File: src/rtl/rom_fetch_resp_pkg.sv
`default_nettype none
// ============================================================================
//  Module      : rom_fetch_resp_pkg
//  Description : Shared widths, state encoding and constants for the
//                instruction-fetch responder.
//  Revision    : 1.0 - initial release
// ============================================================================
package rom_fetch_resp_pkg;

    // Core-wide bus widths
    localparam int c_reg_bus_w       = 32;
    localparam int c_inst_addr_bus_w = 32;

    // Bytes per instruction word and the counter that walks them
    localparam int          c_byte_cnt = 4;
    localparam int          c_cnt_w    = 3;
    localparam logic [2:0]  c_last_cnt = 3'd4;

    // Enable / disable levels used throughout the core
    localparam logic c_enable  = 1'b1;
    localparam logic c_disable = 1'b0;

    // Fetch FSM encoding
    typedef enum logic [0:0] {
        ST_IDLE = 1'b0,
        ST_BUSY = 1'b1
    } fetch_state_t;

endpackage : rom_fetch_resp_pkg
`default_nettype wire

File: src/rtl/rom_fetch_resp.sv
`default_nettype none
// ============================================================================
//  Module      : rom_fetch_resp
//  Description : Instruction-fetch responder. Reads four consecutive bytes
//                from a byte-wide synchronous memory and returns them as one
//                little-endian 32-bit word with a single-cycle ready pulse.
//                Optional one-entry last-word cache enabled by defining
//                ROM_FETCH_RESP_HIT_CACHE_EN.
//  Revision    : 1.0 - initial release
// ============================================================================
module rom_fetch_resp
    import rom_fetch_resp_pkg::*;
#(
    parameter int ADDR_W = 17,
    parameter int DATA_W = 32
) (
    input  logic                         clk,
    input  logic                         rst,
    input  logic                         ce_i,
    input  logic [c_inst_addr_bus_w-1:0] addr_i,
    input  logic                         flush_i,
    output logic [DATA_W-1:0]            data_o,
    output logic                         ready_o,
    output logic                         busy_o,
    output logic [ADDR_W-1:0]            mem_a_o,
    output logic                         mem_re_o,
    input  logic [7:0]                   mem_din_i
);

    fetch_state_t        state;
    fetch_state_t        state_nxt;
    logic [c_cnt_w-1:0]  cnt;
    logic [ADDR_W-1:0]   base;
    logic                hit;
    logic                accept;
    logic                accept_miss;
    logic                accept_hit;
    logic                done;

    // Address bits above the memory space are intentionally ignored
    logic                unused_addr_bits;
    assign unused_addr_bits = ^addr_i[c_inst_addr_bus_w-1:ADDR_W];

    // A new request is taken only from IDLE and only when not being flushed
    assign accept      = (state == ST_IDLE) && ce_i && !flush_i;
    assign accept_miss = accept && !hit;
    assign accept_hit  = accept && hit;

    // Last byte lands on the edge where the counter has reached its end
    assign done = (state == ST_BUSY) && !flush_i && (cnt == c_last_cnt);

`ifdef ROM_FETCH_RESP_HIT_CACHE_EN
    logic [ADDR_W-1:0] tag;
    logic              valid;

    // Remember the address of the last completed word; only reset forgets it
    always_ff @(posedge clk or posedge rst) begin
        if (rst) begin
            tag   <= '0;
            valid <= c_disable;
        end else if (done) begin
            tag   <= base;
            valid <= c_enable;
        end
    end

    assign hit = valid && (addr_i[ADDR_W-1:0] == tag);
`else
    assign hit = c_disable;
`endif

    // State register
    always_ff @(posedge clk or posedge rst) begin
        if (rst) begin
            state <= ST_IDLE;
        end else begin
            state <= state_nxt;
        end
    end

    // Next-state logic: a cache hit is answered without leaving IDLE
    always_comb begin
        state_nxt = state;
        case (state)
            ST_IDLE: begin
                if (accept_miss) begin
                    state_nxt = ST_BUSY;
                end
            end
            ST_BUSY: begin
                if (flush_i || (cnt == c_last_cnt)) begin
                    state_nxt = ST_IDLE;
                end
            end
            default: state_nxt = ST_IDLE;
        endcase
    end

    // Memory-side outputs derived from state and counter; zero when idle
    always_comb begin
        busy_o   = (state == ST_BUSY);
        mem_re_o = c_disable;
        mem_a_o  = '0;
        if (state == ST_BUSY) begin
            mem_re_o = (cnt != c_last_cnt);
            mem_a_o  = base + ADDR_W'(cnt);
        end
    end

    // Counter, base address, byte assembly and ready pulse
    always_ff @(posedge clk or posedge rst) begin
        if (rst) begin
            cnt     <= '0;
            base    <= '0;
            data_o  <= '0;
            ready_o <= c_disable;
        end else begin
            ready_o <= c_disable;
            case (state)
                ST_IDLE: begin
                    if (accept_miss) begin
                        base <= addr_i[ADDR_W-1:0];
                        cnt  <= '0;
                    end
                    if (accept_hit) begin
                        ready_o <= c_enable;
                    end
                end
                ST_BUSY: begin
                    if (flush_i) begin
                        cnt <= '0;
                    end else begin
                        // Byte read at base+k-1 arrives while cnt==k
                        for (int i = 0; i < c_byte_cnt; i++) begin
                            if (cnt == c_cnt_w'(i + 1)) begin
                                data_o[i*8 +: 8] <= mem_din_i;
                            end
                        end
                        if (cnt == c_last_cnt) begin
                            cnt     <= '0;
                            ready_o <= c_enable;
                        end else begin
                            cnt <= cnt + 1'b1;
                        end
                    end
                end
                default: cnt <= '0;
            endcase
        end
    end

endmodule : rom_fetch_resp
`default_nettype wire
File: config.mk
export PLATFORM = sky130hd
export DESIGN_NAME = rom_fetch_resp
export DESIGN_NICKNAME = d
export VERILOG_FILES = /design/src/rtl/rom_fetch_resp_pkg.sv /design/src/rtl/rom_fetch_resp.sv
export SDC_FILE = /design/constraint.sdc
export NUM_CORES = 1
export LEC_CHECK = 0
export CAP_MARGIN = 25
export CORE_MARGIN = 2
export CORE_UTILIZATION = 40
export DETAILED_ROUTE_END_ITERATION = 10
export PLACE_DENSITY = 0.74
export SLEW_MARGIN = 5
export SYNTH_ARGS = -nofsm -noshare
export SYNTH_HDL_FRONTEND = slang
export SYNTH_SLANG_ARGS = --single-unit
File: constraint.sdc
create_clock -name clk -period 2.4 [get_ports clk]
set_clock_uncertainty 0.15 [all_clocks]
set_input_delay 0.48 -clock clk [delete_from_list [all_inputs] [get_ports clk]]
set_output_delay 0.48 -clock clk [all_outputs]
set_load 0.03 [all_outputs]
==> results.yml <==
sta:
  holdWs_ns: 0.362
  finalHoldViolCount: 0
  rsz0062_at_grt: "true"
  slew_headroom_pct: 66.1
  period_share_pct: 120
  layout_min_cycle_time_ns: 2.87
  max_freq_mhz: 348
  setup_slack_ns: -0.472
  finalSetupViolCount: 15
  slew_violations: 0
  worst_slew_pin_slew_ns: 0.508
  tns_ns: -4.26
critical_path:
  path_delay_family: "simple AND/OR/NAND/NOR gates"
  cp.buffers_inverters: 2
  crit_path_top_delay_cell: "or4_4"
  r2r_end: "data_o[22]"
  slowest_delay_ns: 0.45
  path_max_fanout: 8
  r2r_slack_ns: 0.32
  crit_path_start_kind: "flip-flop"
  cp.depth: 8
  crit_arrival_ns: 2.24
  worstPathRequired_ns: 1.77
  r2r_start: "cnt[1]"
  cp-endpoint: "mem_a_o[16]"
  startpoint: "base[0]"
  ff2ff_path_depth: 7
  worstPathCellList: "ha_2, inv_2, fa_2, nor2b_4, o21ai_4, or4_4, a21oi_4, buf_6"
  path_class: "reg -> out"
  worstSetupEndpointType: "primary output"
global_route:
  antenna_found_initial: 0
  grt_overflow: 0
  grt_max_degree: 34
  grt_use_total_pct: 18.7
  grt_pass1_vias: 2129
  grt_pass1_wl_mm: 10.6
synthesis:
  yosys.area_share.simple_pct: 10.5
  yosysTopAreaCell: "dfrtp_1"
  netlist_area_um2: 2580
  synth.avg_cell_area_um2: 12.5
  synth_edf_count: 0
  ys.flop_type: "dfrtp_1"
  yosys.area_share.adder_pct: 4.66
  synth-xor-area-share_pct: 2.38
  synth_warnings: 0
  yosys-top-cells-area: "dfrtp_1 52%, mux2_2 21%, ha_1 3.9%"
  synth_mux_area_share_pct: 22.2
  netlist.area_leader.share_pct: 52.4
  ys_types: 39
  async_flop_share_pct: 100
  synth_compound_area_share_pct: 5.44
  synth_seq_cells: 54
  synth_nets: 259
  yosys-top-cells-count: "54 x dfrtp_1, 49 x mux2_2, 13 x nand2_1"
  syn_inst: 206
  synth_top_family_by_area: "multiplexers"
  yosys.cell_count.top_type: "dfrtp_1"
  yosysSeqAreaShare_pct: 52.4
layout:
  drive_above_1_share_pct: 42.3
  fin_area_um2: 3960
  fin_nets: 369
  fin_cells: 394
  area_delta_synth_final_pct: 53.7
  antennaDiodeCount: 0
detailed_routing:
  viasPerCell: 4.98
  drt_pre_antenna_iters: 4
  wl_mm: 6.22
  vias: 1962
  drt_iter0_drc: 36
  wl_per_cell_um: 15.8
  ant_nets: 0
  drc_errors: 0
floorplan:
  coreArea_um2: 6280
  die_h_um: 84.3
  dieArea_um2: 7100
  die_width_um: 84.3
  io_pins: 96
  start_util_pct: 41.1
  rows: 29
worst_hold_path:
  hold_class: "in -> async"
placement:
  port_buffers: 80
  dp_hpwl_mm: 4.54
  dpl-instance-area_um2: 3750
  dp_cells: 382
  place_congestion: 0.748
status:
  violations: "negative setup slack"
  outcome: "finished with violations"
power:
  p_leak_nw: 1.73
  comb_power_share_pct: 41.3
  irDropWorstVdd_v: 0.000554
  power_frac_seq_pct: 40.9
  clkPwrFrac_pct: 17.8
  p_sw_w: 0.00111
  sw_frac_of_total_pct: 36.6
  power.total_w: 0.00304
  power_density_nw_per_um2: 766
  p_int_w: 0.00192
clocking:
  cts_buffers: 5
  cts_buffer_depth: 2
  cts_tree: "done"
  worstSkewPairLatency_ns: 0.31
  htree_levels: 2
  clock_sinks: 54
  cts_hold_buf: 0
  clkTransAtPathRegs_ns: 0.11
  cts-root-buf: "clkbuf_8"
run:
  drv_cap: 0
[routing by layer]
layer  track usage [%]  wire [um]  vias to the layer above
met1              23.3       2600                      947
met5                 0          0                        -
met4              4.25         38                        0
li1                  -          -                      946
met3              7.47        548                        4
met2              30.8       3040                       65
[flip-flops by register name, indices dropped and copies added, names as in the netlist]
| signal | cells |
|---|---|
| busy_o | 1 |
| base | 17 |
| ready_o | 1 |
| cnt | 3 |
| data_o | 32 |
[per-stage QoR]
stage | setup slack, ns | util [%]
2_1_floorplan | -0.192 | -
6_report | -0.472 | 63.1
3_5_place_dp | -0.180 | 59.7
5_1_grt | -0.564 | 63.1
3_3_place_gp | -0.136 | 59.7
4_1_cts | -0.501 | 62.8
[cell type report]
class | instances | area, um^2
Fill cell | 504 | 2320
Sequential cell | 54 | 1350
Multi-Input combinational cell | 138 | 1350
Timing Repair Buffer | 107 | 1030
Tap cell | 77 | 96.3
Clock buffer | 5 | 68.8
Inverter | 10 | 37.5
Clock inverter | 3 | 28.8
[power by group through the flow]
stage | Clock (W) | Combinational [W] | Sequential (W)
after floorplan | 0 | 0.000421 | 0.00150
after global placement | 0 | 0.00119 | 0.00124
after detailed placement | 0 | 0.00121 | 0.00125
after CTS | 0.000564 | 0.00125 | 0.00124
after global routing | 0.000594 | 0.00133 | 0.00127
final | 0.000541 | 0.00125 | 0.00124
[worst min-delay path by stage]
stage	from	to	depth (start not counted)
finish	rst	base[10]	2
global route	data_o[28]	data_o[28]	1
CTS	data_o[22]	data_o[22]	1
detailed placement	data_o[27]	data_o[27]	1
global placement	data_o[20]	data_o[20]	1
floorplan	base[0]	base[0]	1
[logic make-up after synthesis]
kind of cell,after synthesis
AND/OR/NAND/NOR,48
adder cells (fa/ha/maj),9
multiplexers,51
XOR/XNOR,7
flip-flops,54
AO/OA/AOI/OAI,23
buffers and inverters,14
[what timing repair did]
action,4_1_cts,5_1_grt
buffers inserted,3,1
pin swaps,11,10
resized for setup,18,5
setup endpoints to repair,17,16
endpoints found under the hold margin,0,0
[worst reg2reg max path: cells and delay by family (launching register included)]
kind,cells,cell delay (ns)
mux,1,0.38
simple gates,1,0.31
fa+ha+maj,2,0.35
flops,1,0.40
buf+inv,3,0.38
[cell usage in the layout, fill, tap and decap left out, types with 3 or more instances in the layout]
master	instances
o21ai_0	5
buf_4	30
clkdlybuf4s50_1	62
buf_6	10
buf_12	3
clkbuf_8	5
a21oi_4	5
o211ai_1	3
inv_1	8
xor2_1	4
ha_1	5
xnor2_1	3
nor2_2	5
dfrtp_1	54
mux2_2	49
nor2_1	6
nand2_1	13
Note: power is estimated with default switching activity, not from simulation.
